--- config.mk ---
export PLATFORM = sky130hd
export DESIGN_NAME = fifo_uart_tx
export DESIGN_NICKNAME = d
export VERILOG_FILES = /design/src/rtl/fifo_uart_pkg.sv /design/src/rtl/fifo_uart_tx_baud.sv /design/src/rtl/fifo_uart_tx.sv
export SDC_FILE = /design/constraint.sdc
export NUM_CORES = 1
export LEC_CHECK = 0
export CAP_MARGIN = 20
export CORE_ASPECT_RATIO = 1.75
export CORE_MARGIN = 2
export CORE_UTILIZATION = 50
export CTS_CLUSTER_SIZE = 20
export DETAILED_ROUTE_END_ITERATION = 6
export GPL_TIMING_DRIVEN = 0
export PLACE_DENSITY = 0.75
export SYNTH_ARGS = -nofsm -noshare
export SYNTH_HDL_FRONTEND = slang
export SYNTH_SLANG_ARGS = --single-unit
--- constraint.sdc ---
create_clock -name CLK -period 1.9 [get_ports CLK]
set_clock_uncertainty 0.1 [all_clocks]
set_input_delay 0.19 -clock CLK [delete_from_list [all_inputs] [get_ports CLK]]
set_output_delay 0.19 -clock CLK [all_outputs]
set_load 0.02 [all_outputs]
--- src/rtl/fifo_uart_pkg.sv ---
// Shared types and constants for the FIFO-drain UART transmitter.
// Optional macro PARITY_EN adds an even-parity state to the frame.
package fifo_uart_pkg;

    localparam int unsigned CNT_W           = 16;
    localparam int unsigned WORD_W          = 16;
    localparam int unsigned DATA_BITS       = 8;
    localparam int unsigned BIT_IDX_W       = 3;
    localparam int unsigned WAIT_TIMEOUT    = 3;
    localparam int unsigned WAIT_CNT_W      = 2;
    localparam int unsigned CLK_DIV_DEFAULT = 868;

    typedef enum logic [2:0] {
        ST_IDLE   = 3'd0,
        ST_REQ    = 3'd1,
        ST_WAIT   = 3'd2,
        ST_START  = 3'd3,
        ST_DATA   = 3'd4,
`ifdef PARITY_EN
        ST_PARITY = 3'd6,
`endif
        ST_STOP   = 3'd5
    } state_t;

endpackage

--- src/rtl/fifo_uart_tx_baud.sv ---
// Bit-period counter: counts 0..CLK_DIV-1, restarts on clr, flags the last cycle.
module uart_baud_cnt
    import fifo_uart_pkg::*;
#(
    parameter int unsigned CLK_DIV = CLK_DIV_DEFAULT
) (
    input  logic CLK,
    input  logic RST,
    input  logic clr,
    output logic bit_done
);

    localparam logic [CNT_W-1:0] LAST = CNT_W'(CLK_DIV - 1);

    logic [CNT_W-1:0] cnt;
    logic [CNT_W-1:0] cnt_nxt;

    // next count: restart on clear or at end of bit period
    always_comb begin
        cnt_nxt = cnt + CNT_W'(1);
        if (clr || (cnt == LAST)) begin
            cnt_nxt = '0;
        end
    end

    // counter and registered end-of-bit flag (high while cnt == LAST)
    always_ff @(posedge CLK) begin
        if (RST) begin
            cnt      <= '0;
            bit_done <= 1'b0;
        end else begin
            cnt      <= cnt_nxt;
            bit_done <= (cnt_nxt == LAST);
        end
    end

endmodule

--- src/rtl/fifo_uart_tx.sv ---
// Pops 16-bit words from the FIFO read port and sends each as two UART
// frames, low byte first. Define PARITY_EN for 8E1 framing (default 8N1).
module fifo_uart_tx
    import fifo_uart_pkg::*;
#(
    parameter int unsigned CLK_DIV = CLK_DIV_DEFAULT
) (
    input  logic              CLK,
    input  logic              RST,
    input  logic              ENABLE,
    input  logic              FIFO_EMPTY,
    input  logic              FIFO_VALID,
    input  logic [WORD_W-1:0] FIFO_DATA,
    output logic              FIFO_RD,
    output logic              TXD,
    output logic              BUSY,
    output logic              ERR
);

    localparam logic [BIT_IDX_W-1:0]  LAST_BIT  = BIT_IDX_W'(DATA_BITS - 1);
    localparam logic [WAIT_CNT_W-1:0] LAST_WAIT = WAIT_CNT_W'(WAIT_TIMEOUT - 1);

    state_t                  state, state_nxt;
    logic [WORD_W-1:0]       word, word_nxt;
    logic                    byte_sel, byte_sel_nxt;
    logic [BIT_IDX_W-1:0]    bit_idx, bit_idx_nxt, bit_inc_c;
    logic [WAIT_CNT_W-1:0]   wait_cnt, wait_cnt_nxt;
    logic                    rd_nxt, txd_nxt, err_nxt, busy_nxt;
    logic [DATA_BITS-1:0]    cur_byte_c;
    logic                    clr_c;
    logic                    bit_done;

    assign cur_byte_c = byte_sel ? word[WORD_W-1:DATA_BITS] : word[DATA_BITS-1:0];
    assign bit_inc_c  = bit_idx + BIT_IDX_W'(1);
    assign clr_c      = (state_nxt != state);

    uart_baud_cnt #(.CLK_DIV(CLK_DIV)) u_baud (
        .CLK      (CLK),
        .RST      (RST),
        .clr      (clr_c),
        .bit_done (bit_done)
    );

    // state register and registered outputs
    always_ff @(posedge CLK) begin
        if (RST) begin
            state    <= ST_IDLE;
            word     <= '0;
            byte_sel <= 1'b0;
            bit_idx  <= '0;
            wait_cnt <= '0;
            FIFO_RD  <= 1'b0;
            TXD      <= 1'b1;
            BUSY     <= 1'b0;
            ERR      <= 1'b0;
        end else begin
            state    <= state_nxt;
            word     <= word_nxt;
            byte_sel <= byte_sel_nxt;
            bit_idx  <= bit_idx_nxt;
            wait_cnt <= wait_cnt_nxt;
            FIFO_RD  <= rd_nxt;
            TXD      <= txd_nxt;
            BUSY     <= busy_nxt;
            ERR      <= err_nxt;
        end
    end

    // next state; TXD is computed for the state being entered so it lines up
    always_comb begin
        state_nxt    = state;
        word_nxt     = word;
        byte_sel_nxt = byte_sel;
        bit_idx_nxt  = bit_idx;
        wait_cnt_nxt = wait_cnt;
        rd_nxt       = 1'b0;
        err_nxt      = 1'b0;
        txd_nxt      = TXD;

        case (state)
            ST_IDLE: begin
                txd_nxt = 1'b1;
                if (ENABLE && !FIFO_EMPTY) begin
                    state_nxt = ST_REQ;
                    rd_nxt    = 1'b1;
                end
            end
            ST_REQ: begin
                wait_cnt_nxt = '0;
                state_nxt    = ST_WAIT;
            end
            ST_WAIT: begin
                if (FIFO_VALID) begin
                    word_nxt     = FIFO_DATA;
                    byte_sel_nxt = 1'b0;
                    state_nxt    = ST_START;
                    txd_nxt      = 1'b0;
                end else if (wait_cnt == LAST_WAIT) begin
                    state_nxt = ST_IDLE;
                    err_nxt   = 1'b1;
                end else begin
                    wait_cnt_nxt = wait_cnt + WAIT_CNT_W'(1);
                end
            end
            ST_START: begin
                if (bit_done) begin
                    state_nxt   = ST_DATA;
                    bit_idx_nxt = '0;
                    txd_nxt     = cur_byte_c[0];
                end
            end
            ST_DATA: begin
                if (bit_done) begin
                    if (bit_idx == LAST_BIT) begin
`ifdef PARITY_EN
                        state_nxt = ST_PARITY;
                        txd_nxt   = ^cur_byte_c;
`else
                        state_nxt = ST_STOP;
                        txd_nxt   = 1'b1;
`endif
                    end else begin
                        bit_idx_nxt = bit_inc_c;
                        txd_nxt     = cur_byte_c[bit_inc_c];
                    end
                end
            end
`ifdef PARITY_EN
            ST_PARITY: begin
                if (bit_done) begin
                    state_nxt = ST_STOP;
                    txd_nxt   = 1'b1;
                end
            end
`endif
            ST_STOP: begin
                if (bit_done) begin
                    if (!byte_sel) begin
                        byte_sel_nxt = 1'b1;
                        state_nxt    = ST_START;
                        txd_nxt      = 1'b0;
                    end else begin
                        state_nxt = ST_IDLE;
                        txd_nxt   = 1'b1;
                    end
                end
            end
            default: begin
                state_nxt = ST_IDLE;
                txd_nxt   = 1'b1;
            end
        endcase

        busy_nxt = (state_nxt != ST_IDLE);
    end

endmodule
# Word level (Yosys, flattened, before mapping)
# Cells that the tools add are included.
[word_totals]
output_inout_bits = 4
inputBits = 21
reg_bits = 46
[classes]
reduce_logical = 15
muxes = 31
n_lt_le_gt_ge = 1
bitwise_logic = 3
n_eq_ne = 17
add_sub_neg = 3
[op_table]
columns = ["operator", "count"]
rows = [
  ["16-bit by 10-bit equality test with 1-bit output, second input constant", 2],
  ["3-bit 2-to-1 mux", 10],
  ["3-bit one-hot mux with 6 select lines", 1],
  ["16-bit by 1-bit adder with 16-bit output, second input constant", 1],
  ["16-bit 2-to-1 mux", 1],
  ["1-bit 2-to-1 mux", 10],
  ["3-bit equality test, second input constant", 3],
  ["8-bit 2-to-1 mux", 1],
  ["2-bit inequality test, second input constant", 4],
  ["3-bit by 2-bit equality test with 1-bit output, second input constant", 2],
  ["2-bit 2-to-1 mux", 3],
  ["2-bit by 1-bit inequality test with 1-bit output, second input constant", 3],
  ["3-bit one-hot mux with 2 select lines", 1],
  ["3-bit AND reduction", 2],
  ["2-bit nonzero test", 3],
  ["1-bit one-hot mux with 5 select lines", 1],
  ["5-bit AND reduction", 1],
  ["3-bit by 4-bit < comparator with 1-bit output, second input constant", 1],
  ["2-bit one-hot mux with 2 select lines", 1],
  ["4-bit AND reduction", 1],
  ["3-bit by 1-bit adder with 3-bit output, second input constant", 1],
  ["1-bit binary-select mux with 3-bit select", 1],
  ["3-bit by 1-bit equality test with 1-bit output, second input constant", 1],
  ["3-bit zero test", 1],
  ["other kinds (12)", 14],
]

# Logic depth before layout (Yosys ltp)
# Gate-level depths: netlist of run 1.
[depth]
word_depth = 8
ltp_mapped = 8

# Modules after synthesis
# A second synthesis of run 1 with hierarchy kept.
[hier_totals]
cells_unflattened = 269
hier_area_um2 = 2374.8
[modules_own_cells]
columns = ["mod", "n_inst", "cells_each", "area_per_inst_um2"]
rows = [
  ["fifo_uart_tx", 1, 169, 1438.9],
  ["uart_baud_cnt", 1, 100, 935.9],
]

# Worst setup path before layout of run 1
# OpenSTA, ideal clock, no wires.
[synth_timing]
path_kind = "register -> register"
startpoint = "reg bit_idx[0]"
endpoint = "reg u_baud.bit_done"
setup_time_ps = 92
path_stages_with_launch = 9
slack_ps = -202
t_arrival_ps = 1910
t_required_ps = 1708
synth_period_minus_slack_ps = 2102
path_cell_list = "dfxtp_1 > ha_1 > ha_1 > nand3_1 > a221oi_1 > a311o_1 > buf_6 > or3_1 > nor4_1"
[synth_via]
elab_chain_cells = 8
[synth_rtl]
columns = ["element", "line_no", "rtl"]
rows = [
  ["from (decl)", "fifo_uart_tx.sv:26", "logic [BIT_IDX_W-1:0] bit_idx, bit_idx_nxt, bit_inc_c;"],
  ["from (signal assigned)", "fifo_uart_tx.sv:60", "bit_idx <= bit_idx_nxt;"],
  ["3-bit equality test", "fifo_uart_tx.sv:114", "if (bit_idx == LAST_BIT) begin"],
  ["3-bit 2-to-1 mux", "fifo_uart_tx.sv:114", ""],
  ["3-bit 2-to-1 mux", "fifo_uart_tx.sv:113", "if (bit_done) begin"],
  ["3-bit one-hot mux with 6 select lines", "fifo_uart_tx.sv:80", "case (state)"],
  ["3-bit inequality test", "fifo_uart_tx.sv:35", "assign clr_c = (state_nxt != state);"],
  ["1-bit logical OR", "fifo_uart_tx_baud.sv:21", "if (clr || (cnt == LAST)) begin"],
  ["16-bit 2-to-1 mux", "fifo_uart_tx_baud.sv:21", ""],
  ["16-bit by 10-bit equality test with 1-bit output", "fifo_uart_tx_baud.sv:33", "bit_done <= (cnt_nxt == LAST);"],
  ["to (signal assigned)", "fifo_uart_tx_baud.sv:33", ""],
  ["to (decl)", "fifo_uart_tx_baud.sv:10", "output logic bit_done"],
]
# No other way between the ends.
# A chain may end at the register's enable or synchronous reset.

# Final worst setup path of run 1
[layout_timing]
startpoint = "reg bit_idx[0]"
endpoint = "reg TXD"
[layout_via]
elab_chain_cells = 6
[layout_rtl]
columns = ["element", "line_no", "rtl"]
rows = [
  ["3-bit by 1-bit adder with 3-bit output", "fifo_uart_tx.sv:34", "assign bit_inc_c = bit_idx + BIT_IDX_W'(1);"],
  ["1-bit binary-select mux with 3-bit select", "fifo_uart_tx.sv:124", "txd_nxt = cur_byte_c[bit_inc_c];"],
  ["1-bit 2-to-1 mux (implied by the code)", "fifo_uart_tx.sv:124", ""],
  ["1-bit 2-to-1 mux *", "fifo_uart_tx.sv:114", ""],
  ["1-bit 2-to-1 mux *", "fifo_uart_tx.sv:113", ""],
  ["1-bit one-hot mux with 5 select lines *", "fifo_uart_tx.sv:80", ""],
  ["to (signal assigned)", "fifo_uart_tx.sv:63", "TXD <= txd_nxt;"],
  ["to (decl)", "fifo_uart_tx.sv:15", "output logic TXD,"],
]
# Every way passes the cells marked *; elsewhere a longest branch is shown, timed or not. The select of a mux whose other input is x is not followed.

==> impl_metrics.json, run 1 <==
{
  "status": "finished, violations left",
  "failed_checks": "setup timing",
  "total_routed_length_mm": 5.784,
  "num_rows": 32,
  "cp_data_arrival_time_ns": 2.06,
  "postRouteAntennaNets": 0,
  "cp-end-kind": "flip-flop",
  "ys.warnings.count": 0,
  "cts_buffers": 5,
  "pin_count": 25,
  "cap_viol_max_count": 0,
  "starting_utilization_of_the_core_area_pct": 51.15,
  "areaGrowthSynthToFinish_pct": 31.28,
  "timing.hold.worst.class": "in2reg",
  "critical_path.max_stage_delay_ns": 0.51,
  "die_area_um2": 5035,
  "numClockSinks": 46,
  "finalWorstPathRequiredPeriod_ns": 1.957,
  "hpwlAfterDp_mm": 3.991,
  "drc_errors": 0,
  "layout.cell_area.non_filler_um2": 2930,
  "power.density_cell_area_nw_per_um2": 679.2,
  "ys.flop_type": "sky130_fd_sc_hd__dfxtp_1",
  "dp_worst_setup_slack_ns": -0.4600,
  "timing.critical_path.cells": "ha_4 > mux4_2 > mux2i_2 > o211ai_1 > nand2_1 > nand2_1 > a21o_1",
  "synth_enable_flop_cells": 0,
  "antennaDiodeCount": 0,
  "netlist-cell-type-count": 43,
  "drt_pre_antenna_iters": 4,
  "worstHoldPathCells": 3,
  "post_cts_hold_buffer_count": 0,
  "maxSlewHeadroom_pct": 65.16,
  "fp.coreArea_um2": 4364,
  "layout_worst_path_cycle_share_pct": 103.0,
  "critical_path.max_fanout": 3,
  "routability_driven_placement_congestion_ratio": 0.9149,
  "wl_per_cell_um": 15.47,
  "area_of_placed_instances_um2": 2554,
  "h-tree-depth": 2,
  "grt.total_usage_pct": 23.56,
  "design.final.nets": 347,
  "startpoint_type": "flip-flop",
  "clock_tree.root_cell": "sky130_fd_sc_hd__clkbuf_8",
  "die_height_um": 92.39,
  "path_common_cell": "sky130_fd_sc_hd__nand2_1",
  "largest_net_degree_at_the_start_of_global_routing": 18,
  "mappedNetlistNets": 304,
  "worst_r2r_path_depth": 7,
  "slew_at_the_pin_with_the_worst_max_slew_slack_ns": 0.5226,
  "final-instance-count-excl-fill": 374,
  "worst-r2r-setup-slack_ns": -0.06,
  "max_clock_freq_ghz": 0.5111,
  "finalMaxSlewViolations": 0,
  "layout-drive-gt1-share_pct": 17.34,
  "worst-setup-path-type": "reg2reg",
  "post-layout-total-power_uw": 1990,
  "vias_per_cell": 5.559,
  "insertion_delay_ns": 0.30,
  "die_w_um": 54.51,
  "yosysSeqAreaShare_pct": 41.26,
  "cts_buffer_depth": 2,
  "timing_hold_violations_final": 0,
  "synth_async_sr_flop_share_pct": 0,
  "tritoncts": "built",
  "vdd_drop_max_mv": 0.7605,
  "setup_viol": 2,
  "antenna_violations_before_repair": 0,
  "detailedRoute.firstIterationViolations": 56,
  "crit_required_ns": 2.01,
  "p_leak_uw": 0.0009734,
  "finalWorstSetupSlack_ns": -0.05661,
  "worst_setup_hold_path_clk_slew_ns": 0.09,
  "rsz0062_at_grt": "true",
  "first_global_vias": 1982,
  "buffer_ports.inserted": 24,
  "post_synth.cell_area_avg_um2": 8.001,
  "netlist_instances": 279,
  "fillerInstances": 365,
  "ys_seq_elements": 46,
  "grt_pass1_wl_mm": 8.811,
  "route.vias.total": 2079,
  "number_of_cells_in_the_design_after_placement": 354,
  "synthesis.area_um2": 2232,
  "grt_remaining_overflow": 0,
  "timing.critical_path.slowest_stage_cell": "sky130_fd_sc_hd__mux4_2"
}
## cells by family (layout without fill, tap and decap cells)
logic type	after synthesis	count (layout)	share of synthesized area (%)
compound gates	55	55	14.63
buf+inv	25	69	5.157
flops	46	46	41.26
fa+ha+maj	4	4	2.242
simple gates	127	127	25.39
mux	8	8	5.830
xor+xnor	14	14	5.493
## per-stage QoR
step	util, %	setup TNS (ns)	hold slack [ns]
6_report	67.14	-0.07407	0.3325
5_1_grt	67.14	-0.2396	0.3391
4_1_cts	63.73	-0.1515	0.3313
3_5_place_dp	58.51	-6.889	0.3480
3_3_place_gp	58.51	-6.417	0.3381
2_1_floorplan	-	-0.002278	0.2207
## power by group
part / leakage, µW / switching, µW / internal, µW
clock: 0.0000504 / 345 / 391
combinational: 0.000549 / 117 / 132
sequential: 0.000374 / 19.1 / 986
total: 0.000973 / 481 / 1510
## sequential cells by signal, summed over array words and instances, names as in the netlist
name and count:
wait_cnt 2, FIFO_RD 1, byte_sel 1, state 3
ERR 1, u_baud.bit_done 1, TXD 1, bit_idx 3
BUSY 1, word 16, u_baud.cnt 16
## critical path, delay by kind of cell (launching register included)
kind / cells / cell delay, ns
fa+ha+maj: 1 / 0.29
mux: 2 / 0.70
compound gates: 2 / 0.27
simple gates: 2 / 0.13
flops: 1 / 0.36
## per-layer routing
metal,up-vias,GRT usage [%],part of all wire [%]
met5,-,0,0
met4,0,12.92,3.6
met3,17,4.839,3.4
met2,46,42.97,56
li1,1043,-,-
met1,973,22.75,37
## area by class of cell
class                           count  area, µm²  area share [%]
Multi-Input combinational cell    208       1315           44.88
Buffer                             14      91.34           3.117
Timing Repair Buffer               38      381.6           13.02
Tap cell                           51      63.81           2.178
Inverter                            9      35.03           1.196
Sequential cell                    46      929.6           31.73
Clock buffer                        5      68.82           2.348
Clock inverter                      3      45.04           1.537
## what timing repair did
| item | CTS | global route |
|---|---|---|
| pin swaps | 8 | 8 |
| setup endpoints to repair | 25 | 26 |
| resized for setup | 19 | 16 |
| cloned | 0 | 1 |
| setup buffers | 6 | 7 |
## path summary, 6_finish.rpt
| path | end | start |
|---|---|---|
| min | word[10]$_SDFFE_PP0P_ | FIFO_DATA[10] |
| max | TXD$_SDFFE_PP1P_ | bit_idx[0]$_SDFFE_PP0P_ |
| min reg2reg | word[2]$_SDFFE_PP0P_ | word[2]$_SDFFE_PP0P_ |
| max reg2reg | TXD$_SDFFE_PP1P_ | bit_idx[0]$_SDFFE_PP0P_ |
## cells in the final DEF (no fill, tap or decap), drive strengths merged, types with 5 or more instances in the layout
| master | netlist | final |
|---|---|---|
| dfxtp | 46 | 46 |
| o21ai | 9 | 9 |
| buf | 6 | 19 |
| nor2 | 36 | 36 |
| nand2 | 52 | 52 |
| a31oi | 5 | 5 |
| clkdlybuf4s50 | 0 | 23 |
| nand3 | 10 | 10 |
| a21oi | 28 | 28 |
| xor2 | 7 | 7 |
| clkbuf | 10 | 14 |
| inv | 8 | 8 |
| nor3 | 9 | 9 |
| xnor2 | 7 | 7 |
## synthesized netlist by cell type (2+ instances only)
library cell               number  area [µm²]
sky130_fd_sc_hd__nand3_1       10       50.05
sky130_fd_sc_hd__nor3_1         8       40.04
sky130_fd_sc_hd__buf_6          2       22.52
sky130_fd_sc_hd__o21ai_0        7       35.03
sky130_fd_sc_hd__a32oi_1        2       17.52
sky130_fd_sc_hd__and2_1         2       12.51
sky130_fd_sc_hd__nor4b_1        2       17.52
sky130_fd_sc_hd__mux4_2         4       90.09
sky130_fd_sc_hd__o32ai_1        2       17.52
sky130_fd_sc_hd__nand2_1       52       195.2
sky130_fd_sc_hd__clkbuf_1      10       37.54
sky130_fd_sc_hd__inv_1          8       30.03
sky130_fd_sc_hd__nor4_1         4       25.02
sky130_fd_sc_hd__nand2b_1       4       25.02
sky130_fd_sc_hd__xor2_1         7       61.31
sky130_fd_sc_hd__dfxtp_1       46       920.9
sky130_fd_sc_hd__mux2i_1        4       40.04
sky130_fd_sc_hd__or3_1          2       12.51
sky130_fd_sc_hd__a31oi_1        5       31.28
sky130_fd_sc_hd__ha_1           4       50.05
sky130_fd_sc_hd__a21oi_1       28       140.1
sky130_fd_sc_hd__nor2_1        36       135.1
sky130_fd_sc_hd__nand4_1        2       12.51
sky130_fd_sc_hd__buf_2          2       10.01
sky130_fd_sc_hd__o21a_1         2       15.01
sky130_fd_sc_hd__xnor2_1        7       61.31
No activity file was read; power rests on OpenSTA's default activity.
==> run 2, diff against run 1 <==
CORE_UTILIZATION = 51   (was 50)
PLACE_DENSITY = 0.76   (was 0.75)
SLEW_MARGIN = 10   (was default)
SYNTH_HIERARCHICAL = 1   (was default)
==> run 2 against run 1 <==
The run still ends with setup timing left. Worst setup slack worse by 0.53 ns. Fmax down 21%. Combinational power up 21%. First-iteration DRC count up 32%. Critical path type unchanged.
==> impl_metrics.json, run 2 <==
{
  "die_height_um": 94.27,
  "p_leak_uw": 0.001003,
  "vdd_drop_max_mv": 0.7384,
  "synth_async_sr_flop_share_pct": 0,
  "die_w_um": 55.59,
  "fillerInstances": 343,
  "dp_worst_setup_slack_ns": -0.9796,
  "post_cts_hold_buffer_count": 0,
  "finalMaxSlewViolations": 0,
  "setup_viol": 18,
  "ys_seq_elements": 46,
  "maxSlewHeadroom_pct": 52.07,
  "cap_viol_max_count": 0,
  "rsz0062_at_grt": "true",
  "total_routed_length_mm": 5.718,
  "max_clock_freq_ghz": 0.4027,
  "yosysSeqAreaShare_pct": 38.78,
  "power.density_cell_area_nw_per_um2": 623.3,
  "insertion_delay_ns": 0.31,
  "post-layout-total-power_uw": 1942,
  "layout_worst_path_cycle_share_pct": 130.7,
  "worst-setup-path-type": "reg2reg",
  "crit_required_ns": 2.04,
  "status": "finished, violations left",
  "grt.total_usage_pct": 22.37,
  "yosys-top-cells-count": "sky130_fd_sc_hd__dfxtp_1, sky130_fd_sc_hd__nand2_1, sky130_fd_sc_hd__a21oi_1, sky130_fd_sc_hd__nor2_1",
  "postRouteAntennaNets": 0,
  "route.vias.total": 2125,
  "vias_per_cell": 5.919,
  "layout-drive-gt1-share_pct": 24.68,
  "timing_hold_violations_final": 0,
  "drc_errors": 0,
  "final_common_cell": "sky130_fd_sc_hd__nand2_1",
  "num_rows": 32,
  "areaGrowthSynthToFinish_pct": 31.19,
  "cp-end-kind": "flip-flop",
  "startpoint_type": "flip-flop",
  "h-tree-depth": 2,
  "timing.critical_path.slowest_stage_cell": "sky130_fd_sc_hd__dfxtp_4",
  "ys.warnings.count": 6,
  "antenna_violations_before_repair": 0,
  "slew_at_the_pin_with_the_worst_max_slew_slack_ns": 0.7123,
  "multiInputGateArea_um2": 1551,
  "synthDominantCellAreaShare_pct": 38.78,
  "synthDominantAreaCellType": "sky130_fd_sc_hd__dfxtp_1",
  "top_regs": "u_baud/cnt: 16 flops, word: 16 flops",
  "post_synth.cell_area_avg_um2": 8.828,
  "failed_checks": "setup timing",
  "cp_data_arrival_time_ns": 2.62,
  "tritoncts": "built",
  "timing.critical_path.cells": "nor4b_4 > a31oi_1 > o221a_2 > and3_4 > o22ai_4 > or2b_4 > nand4_1 > a2111oi_4 > o311ai_1 > nor3_2",
  "finalWorstPathRequiredPeriod_ns": 2.483,
  "routability_driven_placement_congestion_ratio": 0.9360,
  "rr_startpoint": "state[0]$_SDFF_PP0_",
  "largest_net_degree_at_the_start_of_global_routing": 17,
  "yosys.cell_count.top_type": "sky130_fd_sc_hd__dfxtp_1",
  "worst_setup_hold_path_clk_slew_ns": 0.10,
  "area_of_placed_instances_um2": 2748,
  "ys.flop_type": "sky130_fd_sc_hd__dfxtp_1",
  "timing.hold.worst.class": "in2reg",
  "detailedRoute.firstIterationViolations": 74,
  "synth_enable_flop_cells": 0,
  "buffer_ports.inserted": 24,
  "starting_utilization_of_the_core_area_pct": 53.43,
  "pin_count": 25,
  "finalWorstSetupSlack_ns": -0.5832,
  "cts_buffer_depth": 2,
  "mostFrequentLayoutCells": "sky130_fd_sc_hd__nand2_1, sky130_fd_sc_hd__dfxtp_1, sky130_fd_sc_hd__a21oi_1",
  "grt_remaining_overflow": 0,
  "tns_ns": -7.373,
  "netlist_instances": 269,
  "hpwlAfterDp_mm": 3.864,
  "fp.coreArea_um2": 4444,
  "min-delay-start": "FIFO_DATA[6]",
  "mappedNetlistNets": 294,
  "netlist-cell-type-count": 60,
  "drt_pre_antenna_iters": 4,
  "critical_path.max_stage_delay_ns": 0.37,
  "wl_per_cell_um": 15.93,
  "post_synth_main_area_contributors": "sky130_fd_sc_hd__dfxtp_1, sky130_fd_sc_hd__nand2_1, sky130_fd_sc_hd__a21oi_1, sky130_fd_sc_hd__nor2_1, sky130_fd_sc_hd__mux4_1",
  "grt_pass1_wl_mm": 9.059,
  "synthesis.area_um2": 2375,
  "worst-r2r-setup-slack_ns": -0.58,
  "design.final.nets": 332,
  "numClockSinks": 46,
  "critical_path.max_fanout": 3,
  "crit_start": "state[0]$_SDFF_PP0_",
  "layout.cell_area.non_filler_um2": 3115,
  "first_global_vias": 2018,
  "clock_tree.root_cell": "sky130_fd_sc_hd__clkbuf_8",
  "die_area_um2": 5240,
  "cts_buffers": 5,
  "antennaDiodeCount": 0,
  "seqCellArea_um2": 937.1
}
## run 2: worst paths after layout
check	to	cells past startpoint
worst max register to register	u_baud/bit_done$_SDFF_PP0_	10
worst max-delay path	u_baud/bit_done$_SDFF_PP0_	10
worst min register to register	word[2]$_SDFFE_PP0P_	2
worst min-delay path	word[6]$_SDFFE_PP0P_	3
## run 2: kinds of logic after synthesis
family | Yosys count | synth area share (%)
adder cells (fa/ha/maj) | 4 | 2.108
AO/OA/AOI/OAI | 48 | 13.49
AND/OR/NAND/NOR | 128 | 29.98
flip-flops | 46 | 38.78
multiplexers | 11 | 7.271
XOR/XNOR | 10 | 3.688
buffers and inverters | 22 | 4.689
## run 2: report_power, final
| group | total [µW] | switching (µW) | internal (µW) |
|---|---|---|---|
| Sequential | 1000 | 22.2 | 982 |
| Combinational | 302 | 144 | 157 |
| Clock | 636 | 370 | 266 |
## run 2: cell type report
type,instances,area share [%]
multi-input combinational,201,49.80
clock buffer,5,2.209
inverter,7,0.8434
clock inverter,3,0.8032
sequential,46,30.08
tap,51,2.048
buffer,13,3.735
timing repair buffer,33,10.48
## run 2: repair_timing
item / CTS / global route
hold endpoints to repair: 0 / 0
setup endpoints to repair: 19 / 21
gates cloned: 1 / 0
pin swaps: 8 / 5
resized for setup: 34 / 20
buffers inserted: 5 / 3
## run 2: per-layer routing
| layer | vias up | track usage (%) | wire length (µm) |
|---|---|---|---|
| li1 | 1042 | - | - |
| met1 | 997 | 22.91 | 2071 |
| met2 | 64 | 41.77 | 3194 |
| met3 | 22 | 3.581 | 211 |
| met4 | 0 | 13.21 | 240 |
| met5 | - | 0 | 0 |
## run 2: per-stage QoR
step,util [%],instances,hold WS [ns]
final,70.10,359,0.3216
after global routing,70.10,359,0.3155
after CTS,68.36,356,0.3175
after detailed placement,61.82,344,0.3443
after global placement,61.82,344,0.3375
after floorplan,-,269,0.1667
## run 2: worst max-delay path: cells and delay by family (launching register included)
kind	cells	cell delay, ns
AND/OR/NAND/NOR	5	0.95
AO/OA/AOI/OAI	5	0.99
flip-flops	1	0.37
==> run 3, diff against run 2 <==
GPL_ROUTABILITY_DRIVEN = 1   (was default)
==> results of run 3 <==
No change in the layout: final DEF, timing and power equal those of run 2.
